## src/rtl/alu_seq_pkg.sv

```systemverilog
// Shared types for the ALU vector sequencer.
// Vector bundle, FSM states and ALU function codes.
package alu_seq_pkg;

  localparam int DATA_W = 6;
  localparam int FXN_W  = 3;
  localparam int RES_W  = 6;

  typedef enum logic [1:0] {
    ST_IDLE,
    ST_SETTLE,
    ST_REPORT
  } state_t;

  typedef struct packed {
    logic [DATA_W-1:0] a;
    logic [DATA_W-1:0] b;
    logic [FXN_W-1:0]  fxn;
    logic [RES_W-1:0]  exp;
  } vec_t;

  localparam logic [FXN_W-1:0] FXN_LT = 3'b100;

endpackage

```

## src/rtl/alu_vec_fifo.sv

```systemverilog
// Synchronous vector FIFO, DEPTH entries of vec_t.
// Ports: clk, reset, push/din, pop/dout, full, empty.
module alu_vec_fifo
  import alu_seq_pkg::*;
#(
  parameter int DEPTH = 8
) (
  input  logic clk,
  input  logic reset,
  input  logic push,
  input  vec_t din,
  input  logic pop,
  output vec_t dout,
  output logic full,
  output logic empty
);

  localparam int AW = $clog2(DEPTH);

  // Extra MSB tells full from empty when
  // the index bits are equal.
  logic [AW:0] wr_ptr;
  logic [AW:0] rd_ptr;
  vec_t        mem [DEPTH];

  logic do_push;
  logic do_pop;

  assign full  = (wr_ptr[AW] != rd_ptr[AW]) &&
                 (wr_ptr[AW-1:0] == rd_ptr[AW-1:0]);
  assign empty = (wr_ptr == rd_ptr);

  assign do_push = push && !full;
  assign do_pop  = pop && !empty;

  assign dout = mem[rd_ptr[AW-1:0]];

  always_ff @(posedge clk) begin
    if (do_push) begin
      mem[wr_ptr[AW-1:0]] <= din;
    end
  end

  always_ff @(posedge clk) begin
    if (reset) begin
      wr_ptr <= '0;
      rd_ptr <= '0;
    end else begin
      if (do_push) begin
        wr_ptr <= wr_ptr + (AW+1)'(1);
      end
      if (do_pop) begin
        rd_ptr <= rd_ptr + (AW+1)'(1);
      end
    end
  end

endmodule

```

## src/rtl/alu_vector_sequencer.sv

```systemverilog
// Queues ALU test vectors, drives the ALU, checks results.
// Ports: vec_* loader in, alu_* to ALU, res_* outcome out, counters.
module alu_vector_sequencer
  import alu_seq_pkg::*;
#(
  parameter int DATA_W = alu_seq_pkg::DATA_W,
  parameter int FXN_W  = alu_seq_pkg::FXN_W,
  parameter int RES_W  = alu_seq_pkg::RES_W,
  parameter int DEPTH  = 8,
  parameter int SETTLE = 2,
  parameter int CNT_W  = 8
) (
  input  logic              clk,
  input  logic              reset,
  input  logic              vec_valid,
  output logic              vec_ready,
  input  logic [DATA_W-1:0] vec_a,
  input  logic [DATA_W-1:0] vec_b,
  input  logic [FXN_W-1:0]  vec_fxn,
  input  logic [RES_W-1:0]  vec_exp,
  output logic [DATA_W-1:0] alu_a,
  output logic [DATA_W-1:0] alu_b,
  output logic [FXN_W-1:0]  alu_fxn,
  input  logic [RES_W-1:0]  alu_result,
  output logic              res_valid,
  input  logic              res_ready,
  output logic [RES_W-1:0]  res_got,
  output logic              res_pass,
  output logic [CNT_W-1:0]  res_idx,
  output logic [CNT_W-1:0]  pass_cnt,
  output logic [CNT_W-1:0]  fail_cnt,
  output logic              busy
);

  localparam int SW = (SETTLE > 1) ? $clog2(SETTLE) : 1;

  state_t           state;
  logic [SW-1:0]    settle_cnt;
  logic [RES_W-1:0] exp_q;

  vec_t fifo_din;
  vec_t fifo_dout;
  logic fifo_full;
  logic fifo_empty;
  logic fifo_pop;

  assign fifo_din = {vec_a, vec_b, vec_fxn, vec_exp};
  assign fifo_pop = (state == ST_IDLE) && !fifo_empty;

  assign vec_ready = !fifo_full;
  assign busy      = (state != ST_IDLE) || !fifo_empty;

  alu_vec_fifo #(
    .DEPTH (DEPTH)
  ) u_fifo (
    .clk   (clk),
    .reset (reset),
    .push  (vec_valid),
    .din   (fifo_din),
    .pop   (fifo_pop),
    .dout  (fifo_dout),
    .full  (fifo_full),
    .empty (fifo_empty)
  );

  always_ff @(posedge clk) begin
    if (reset) begin
      state      <= ST_IDLE;
      settle_cnt <= '0;
      exp_q      <= '0;
      alu_a      <= '0;
      alu_b      <= '0;
      alu_fxn    <= '0;
      res_valid  <= 1'b0;
      res_got    <= '0;
      res_pass   <= 1'b0;
      res_idx    <= '0;
      pass_cnt   <= '0;
      fail_cnt   <= '0;
    end else begin
      unique case (state)
        ST_IDLE: begin
          if (!fifo_empty) begin
            alu_a      <= fifo_dout.a;
            alu_b      <= fifo_dout.b;
            alu_fxn    <= fifo_dout.fxn;
            exp_q      <= fifo_dout.exp;
            settle_cnt <= SW'(SETTLE - 1);
            state      <= ST_SETTLE;
          end
        end
        ST_SETTLE: begin
          if (settle_cnt == '0) begin
            res_got   <= alu_result;
            res_valid <= 1'b1;
            state     <= ST_REPORT;
            if (alu_result == exp_q) begin
              res_pass <= 1'b1;
              if (pass_cnt != '1) begin
                pass_cnt <= pass_cnt + CNT_W'(1);
              end
            end else begin
              res_pass <= 1'b0;
              if (fail_cnt != '1) begin
                fail_cnt <= fail_cnt + CNT_W'(1);
              end
            end
          end else begin
            settle_cnt <= settle_cnt - SW'(1);
          end
        end
        ST_REPORT: begin
          if (res_ready) begin
            res_valid <= 1'b0;
            res_idx   <= res_idx + CNT_W'(1);
            state     <= ST_IDLE;
          end
        end
        default: begin
          state <= ST_IDLE;
        end
      endcase
    end
  end

endmodule
```

## config.mk

```make
export PLATFORM = sky130hd
export DESIGN_NAME = alu_vector_sequencer
export DESIGN_NICKNAME = d
export VERILOG_FILES = /design/src/rtl/alu_seq_pkg.sv /design/src/rtl/alu_vec_fifo.sv /design/src/rtl/alu_vector_sequencer.sv
export SDC_FILE = /design/constraint.sdc
export NUM_CORES = 1
export LEC_CHECK = 0
export ABC_AREA = 0
export CORE_ASPECT_RATIO = 0.9
export CORE_MARGIN = 2
export CORE_UTILIZATION = 30
export CTS_CLUSTER_DIAMETER = 50
export CTS_CLUSTER_SIZE = 8
export DETAILED_ROUTE_END_ITERATION = 8
export PLACE_DENSITY = 0.5
export SYNTH_ARGS = -nofsm -noshare
export SYNTH_HDL_FRONTEND = slang
export SYNTH_SLANG_ARGS = --single-unit
```

## constraint.sdc

```tcl
create_clock -name clk -period 4.5 [get_ports clk]
set_input_delay 0.45 -clock clk [delete_from_list [all_inputs] [get_ports clk]]
set_output_delay 0.45 -clock clk [all_outputs]
set_load 0.1 [all_outputs]
```

==> impl_metrics.ini, run 1 <==
[grt]
antenna_found_initial = 2
grt_pass1_vias = 5397
grt_use_total_pct = 12.4
grt_pass1_wl_mm = 30.7
grt_max_degree = 57
overflow = 0

[finish]
diodes = 0
nets = 709
layout-drive-gt1-share_pct = 18.1
instances_no_fill = 1099
area_growth_pct = 25.1

[pwr]
p_per_area_nw_per_um2 = 592
vdd_drop_max_uv = 457
power_leakage_uw = 0.00367
p_total_uw = 6780

[floorplanning]
io_pins = 80
fp.dieW_um = 188
rows = 60
die_y_um = 170
die_area_um2 = 31900
core_area_um2 = 30000
initial_core_util_pct = 30.6

[worst_setup_path]
cp_slowest_cell = clkdlybuf4s50_1
critical_path_class = reg -> out
startpoint_type = register
cp_cell_sequence = xor2_1 > or2_2 > nor3_1 > nand2_1 > clkdlybuf4s50_1
cp-end-kind = output pin
crit_fanout = 8
cp.arrival_ps = 2820
critPathMaxStageDelay_ps = 1150
r2r_cells = 4
required_ps = 4050

[cts]
cts_root_buf = clkbuf_16
cts_resized = 0
clock_latency_ps = 500
post-cts-setup-buffer-count = 0
hold_buffers = 0
clkSlewWorstSetupHoldPaths_ps = 50
cts_buffer_depth = 3
cts_buffers = 35
cts.sinks = 232
tritoncts = done
htree_levels = 2

[min_path]
whs_path_depth = 2
hold_path_class = reg -> reg

[timing]
setup_viol = 0
drv_slew = 0
tightest_slew_ps = 983
skew_ps = 13.5
setup_tns_ps = 0
finalCritPeriodShare_pct = 72.7
period_minus_slack_ps = 3270
clock.fmax_mhz = 306
hold_viol = 0
hold_ws_ps = 451
layout_setup_ws_ps = 1230
relSlewSlack_pct = 34.2
rsz0062_at_grt = no

[yosys]
syn_nets = 612
netlist_instances = 576
ys_seq_area_share_pct = 69.1
ys.flop_type = edfxtp_1
async_flop_share_pct = 0
synth_area_um2 = 9160
ys_warn_count = 0
avgSynthCellArea_um2 = 15.9
ys_types = 48
synth-seq-cells = 232
synth-edff-count = 168

[placement]
port_buffers = 79
dp_cells = 1039
place_congestion = 0.715
pre_cts_slack_ps = 1720
hpwl_mm = 11.5

[run_status]
outcome = finished clean

[drt]
postRouteAntennaNets = 0
vias_per_cell = 4.77
dr.pass1.iters = 4
num_vias = 5241
avgRoutedWirePerCell_um = 18.0
wl_mm = 19.7
first_iter_violations = 264
drc = 0

[run]
maxCapViolations = 0
==> where the power goes <==
part	total (uW)	switching [uW]	internal (uW)
Combinational	1810	1270	534
Sequential	2570	99.1	2470
Clock	2410	884	1520
Total	6780	2250	4520
==> metal layers <==
metal / up-vias / routed length (um) / GRT usage (%) / part of all wire [%]
li1: 2430 / - / - / -
met1: 2634 / 8900 / 16.2 / 45
met2: 140 / 9290 / 20.4 / 47
met3: 33 / 1140 / 3.16 / 5.8
met4: 4 / 376 / 3.97 / 1.9
met5: - / 27 / 0 / 0.14
==> cells in the final DEF (no fill, tap or decap), types with 2 or more instances in the layout <==
cell type        instances
and4_1                   2
clkbuf_1                21
xor2_1                   9
clkdlybuf4s50_1         77
buf_4                   13
clkbuf_16               35
a41oi_1                  2
xnor2_1                  9
or3_1                    4
ha_1                     5
and3_1                   2
or2_2                    3
nor2_2                   5
nor3_1                   6
nand3b_1                 2
mux4_2                  42
edfxtp_1               168
nand2_1                 29
nor3_2                   3
nor2_1                  31
nand4_1                  9
a211oi_1                 9
o21ai_0                 21
a21oi_1                 36
mux2i_1                 25
o211ai_1                 2
o21ai_1                  2
nand3_1                  7
dfxtp_2                  2
dfxtp_1                 62
mux2_2                  11
nor2b_1                 13
nand2b_1                 3
inv_1                    5
==> logic make-up after synthesis <==
kind of cell	synth area share, %
AOI/OAI and AO/OA	5.34
DFF	69.1
muxes	14.6
buffers and inverters	1.71
xor gates and xnor gates	1.72
and+or+nand+nor	6.86
adders and majority gates	0.683
==> through the flow <==
stage | cell area [um^2] | util [%]
global placement | 10400 | 34.8
global route | 11500 | 38.2
floorplan | 9160 | -
finish | 11500 | 38.2
CTS | 11500 | 38.2
detailed placement | 10400 | 34.8
==> registers in the layout, indices dropped and copies added (netlist names) <==
signal / count
u_fifo.rd_ptr: 4
alu_b: 6
res_valid: 1
res_got: 6
exp_q: 6
alu_fxn: 3
res_idx: 8
res_pass: 1
pass_cnt: 8
settle_cnt: 1
state: 2
fail_cnt: 8
u_fifo.wr_ptr: 4
alu_a: 6
u_fifo.mem: 168
==> worst paths after layout <==
path                                                    start                  endpoint  slack (ps)
worst max-delay path            u_fifo.wr_ptr[1]$_SDFFE_PP0P_                      busy        1230
worst min register to register          res_pass$_SDFFE_PP0P_     res_pass$_SDFFE_PP0P_         450
worst min-delay path                    res_pass$_SDFFE_PP0P_     res_pass$_SDFFE_PP0P_         450
worst max register to register          state[0]$_SDFFE_PP0P_  fail_cnt[7]$_SDFFE_PP0P_        1940
==> cell usage after synthesis (all sizes together) (4+ instances only) <==
master,number,share of area (%)
edfxtp,168,55
dfxtp,64,14
mux4,42,10
a21oi,36,2.0
nor2,36,1.5
nand2,29,1.2
mux2i,25,2.7
o21ai,23,1.3
clkbuf,18,0.75
buf,13,0.75
nor2b,13,0.89
mux2,12,1.5
a211oi,9,0.74
nand4,9,0.61
nor3,9,0.49
xnor2,9,0.86
xor2,9,0.86
nand3,7,0.38
ha,5,0.68
inv,5,0.21
or2,4,0.27
or3,4,0.27
==> worst max-delay path: cells and delay by family, from the launching register on <==
| kind | cells | cell delay (ps) |
|---|---|---|
| xor gates and xnor gates | 1 | 330 |
| buffers and inverters | 1 | 1150 |
| DFF | 1 | 510 |
| and+or+nand+nor | 3 | 340 |
==> cell type report <==
type / count / area, um^2
Fill cell: 2797 / 18500
Sequential cell: 232 / 6330
Multi-Input combinational cell: 308 / 2700
Clock buffer: 57 / 968
Timing Repair Buffer: 91 / 873
Tap cell: 403 / 504
Clock inverter: 3 / 58.8
Inverter: 5 / 18.8
Power figures use the tool's default switching activity.
==> run 2: changes to the inputs <==
--- a/config.mk
+++ b/config.mk
@@ -12,7 +12,7 @@
 export CTS_CLUSTER_DIAMETER = 50
 export CTS_CLUSTER_SIZE = 8
 export DETAILED_ROUTE_END_ITERATION = 8
-export PLACE_DENSITY = 0.5
+export PLACE_DENSITY = 0.52
 export SYNTH_ARGS = -nofsm -noshare
 export SYNTH_HDL_FRONTEND = slang
 export SYNTH_SLANG_ARGS = --single-unit
==> constraint.sdc (replaced) <==
create_clock -name clk -period 2.7 [get_ports clk]
set_input_delay 0.27 -clock clk [delete_from_list [all_inputs] [get_ports clk]]
set_output_delay 0.27 -clock clk [all_outputs]
set_load 0.1 [all_outputs]
==> run 2 against run 1 <==
Net effect: die area did not move; worst setup slack got worse by 890 ps; combinational power rose by 67%; critical path depth fell by 1; first-iteration DRC count rose by 4.5%; sequential cell count did not move; cell area fell by 0.17%; non-clock buffer count rose by 4; core utilization fell by 0.067 points; critical path type unchanged.
==> impl_metrics.ini, run 2 (synthesis gave the netlist of run 1 again) <==
[floorplanning]
fp.dieW_um = 188
die_area_um2 = 31900
initial_core_util_pct = 30.6
io_pins = 80
die_y_um = 170
rows = 60
core_area_um2 = 30000

[finish]
layout-drive-gt1-share_pct = 25.5
area_growth_pct = 24.9
largest_register_ffs = 168
final_cell_mix = edfxtp_1 (168), dfxtp_1 (62), buf_4 (62)
final_common_cell = edfxtp_1
finish.utilization_pct = 38.2
nets = 713

[grt]
antenna_found_initial = 2
grt_max_degree = 56
overflow = 0
grt_pass1_vias = 5449
grt_use_total_pct = 12.7
grt_pass1_wl_mm = 31.0

[drt]
met2_length_mm = 9.49
top_layer_used = met5
dr.pass1.iters = 4
wl_met3_mm = 1.14
wl_met1_mm = 9.05
first_iter_violations = 276
drc = 0
postRouteAntennaNets = 0
vias_per_cell = 4.73
num_vias = 5227
avgRoutedWirePerCell_um = 18.2
wl_mm = 20.1

[cts]
cts_buffer_depth = 3
cts_root_buf = clkbuf_16
cts.sinks = 232
clock_latency_ps = 510
htree_levels = 2
clkSlewWorstSetupHoldPaths_ps = 50
hold_buffers = 0
tritoncts = done
cts_resized = 0
cts_buffers = 35
post-cts-setup-buffer-count = 0

[pwr]
switching_share_pct = 33.6
power_frac_seq_pct = 37.7
clkPwrFrac_pct = 35.7
vdd_drop_max_uv = 675
p_int_uw = 7570
power_leakage_uw = 0.00381
p_comb_share_pct = 26.6
net-switching-power_uw = 3830
p_per_area_nw_per_um2 = 997

[timing]
relSlewSlack_pct = 36.5
period_minus_slack_ps = 2360
tightest_slew_ps = 952
layout_setup_ws_ps = 335
skew_ps = 14.7
hold_viol = 0
setup_viol = 0
finalCritPeriodShare_pct = 87.6
drv_slew = 0
rsz0062_at_grt = no
clock.fmax_mhz = 423
setup_tns_ps = 0

[run]
maxCapViolations = 0

[min_path]
whs_path_depth = 3
min_from = reset
hold_path_class = in -> reg
holdPathEnd = settle_cnt$_SDFFE_PP0P_

[worst_setup_path]
worstReg2RegEnd = u_fifo.mem[2][18]$_DFFE_PP_
required_ps = 2430
startpoint_type = register
cp.arrival_ps = 2090
rrSetupSlack_ps = 480
r2r_cells = 5
crit_fanout = 8
regToRegStartpoint = u_fifo.wr_ptr[2]$_SDFFE_PP0P_
critical_path_class = reg -> out
cp-end-kind = output pin

[placement]
place_congestion = 0.811
port_buffers = 79
pre_cts_slack_ps = 428
hpwl_mm = 11.8

[run_status]
outcome = finished clean
==> run 2: critical path: stages, from the launching register on <==
cell and delay, ps:
dfxtp_1 500, xor2_1 190, or2_2 330, or3_1 380, buf_12 190
==> run 2: cell type report <==
type                            count  area [um^2]
Clock buffer                       58          972
Clock inverter                      4         78.8
Tap cell                          403          504
Antenna cell                        1         2.50
Inverter                            5         18.8
Fill cell                        2778        18500
Timing Repair Buffer               95          821
Sequential cell                   232         6330
Multi-Input combinational cell    308         2710
==> run 2: how the worst max path moves through the flow <==
| stage | start | endpoint | slack, ps |
|---|---|---|---|
| floorplan | u_fifo.rd_ptr[0]$_SDFFE_PP0P_ | u_fifo.mem[3][0]$_DFFE_PP_ | 90 |
| global placement | alu_result[1] | pass_cnt[4]$_SDFFE_PP0P_ | 440 |
| detailed placement | alu_result[3] | pass_cnt[4]$_SDFFE_PP0P_ | 430 |
| CTS | u_fifo.wr_ptr[1]$_SDFFE_PP0P_ | vec_ready | 310 |
| global route | u_fifo.wr_ptr[1]$_SDFFE_PP0P_ | vec_ready | 250 |
| finish | u_fifo.wr_ptr[1]$_SDFFE_PP0P_ | vec_ready | 340 |
==> run 2: metrics by stage <==
stage | instances | area [um^2] | hold WS (ps) | total power [uW]
after CTS | 1105 | 11400 | 354 | 11600
after floorplan | 576 | 9170 | 369 | 6680
after detailed placement | 1043 | 10400 | 461 | 7440
after global placement | 1043 | 10400 | 443 | 7390
final | 1106 | 11400 | 374 | 11400
after global routing | 1106 | 11400 | 383 | 11900
==> run 2: power groups by stage <==
stage               combinational (uW)  clock [uW]  sequential (uW)
finish                            3030        4070             4300
global route                      3240        4360             4330
CTS                               3080        4190             4300
detailed placement                3070           0             4370
global placement                  3030           0             4360
floorplan                         1320           0             5360
==> run 2: per-layer routing <==
layer | vias up | global-route usage (%)
met3 | 35 | 3.04
met4 | 2 | 4.07
met1 | 2582 | 16.1
li1 | 2449 | -
met5 | - | 0
met2 | 159 | 21.5
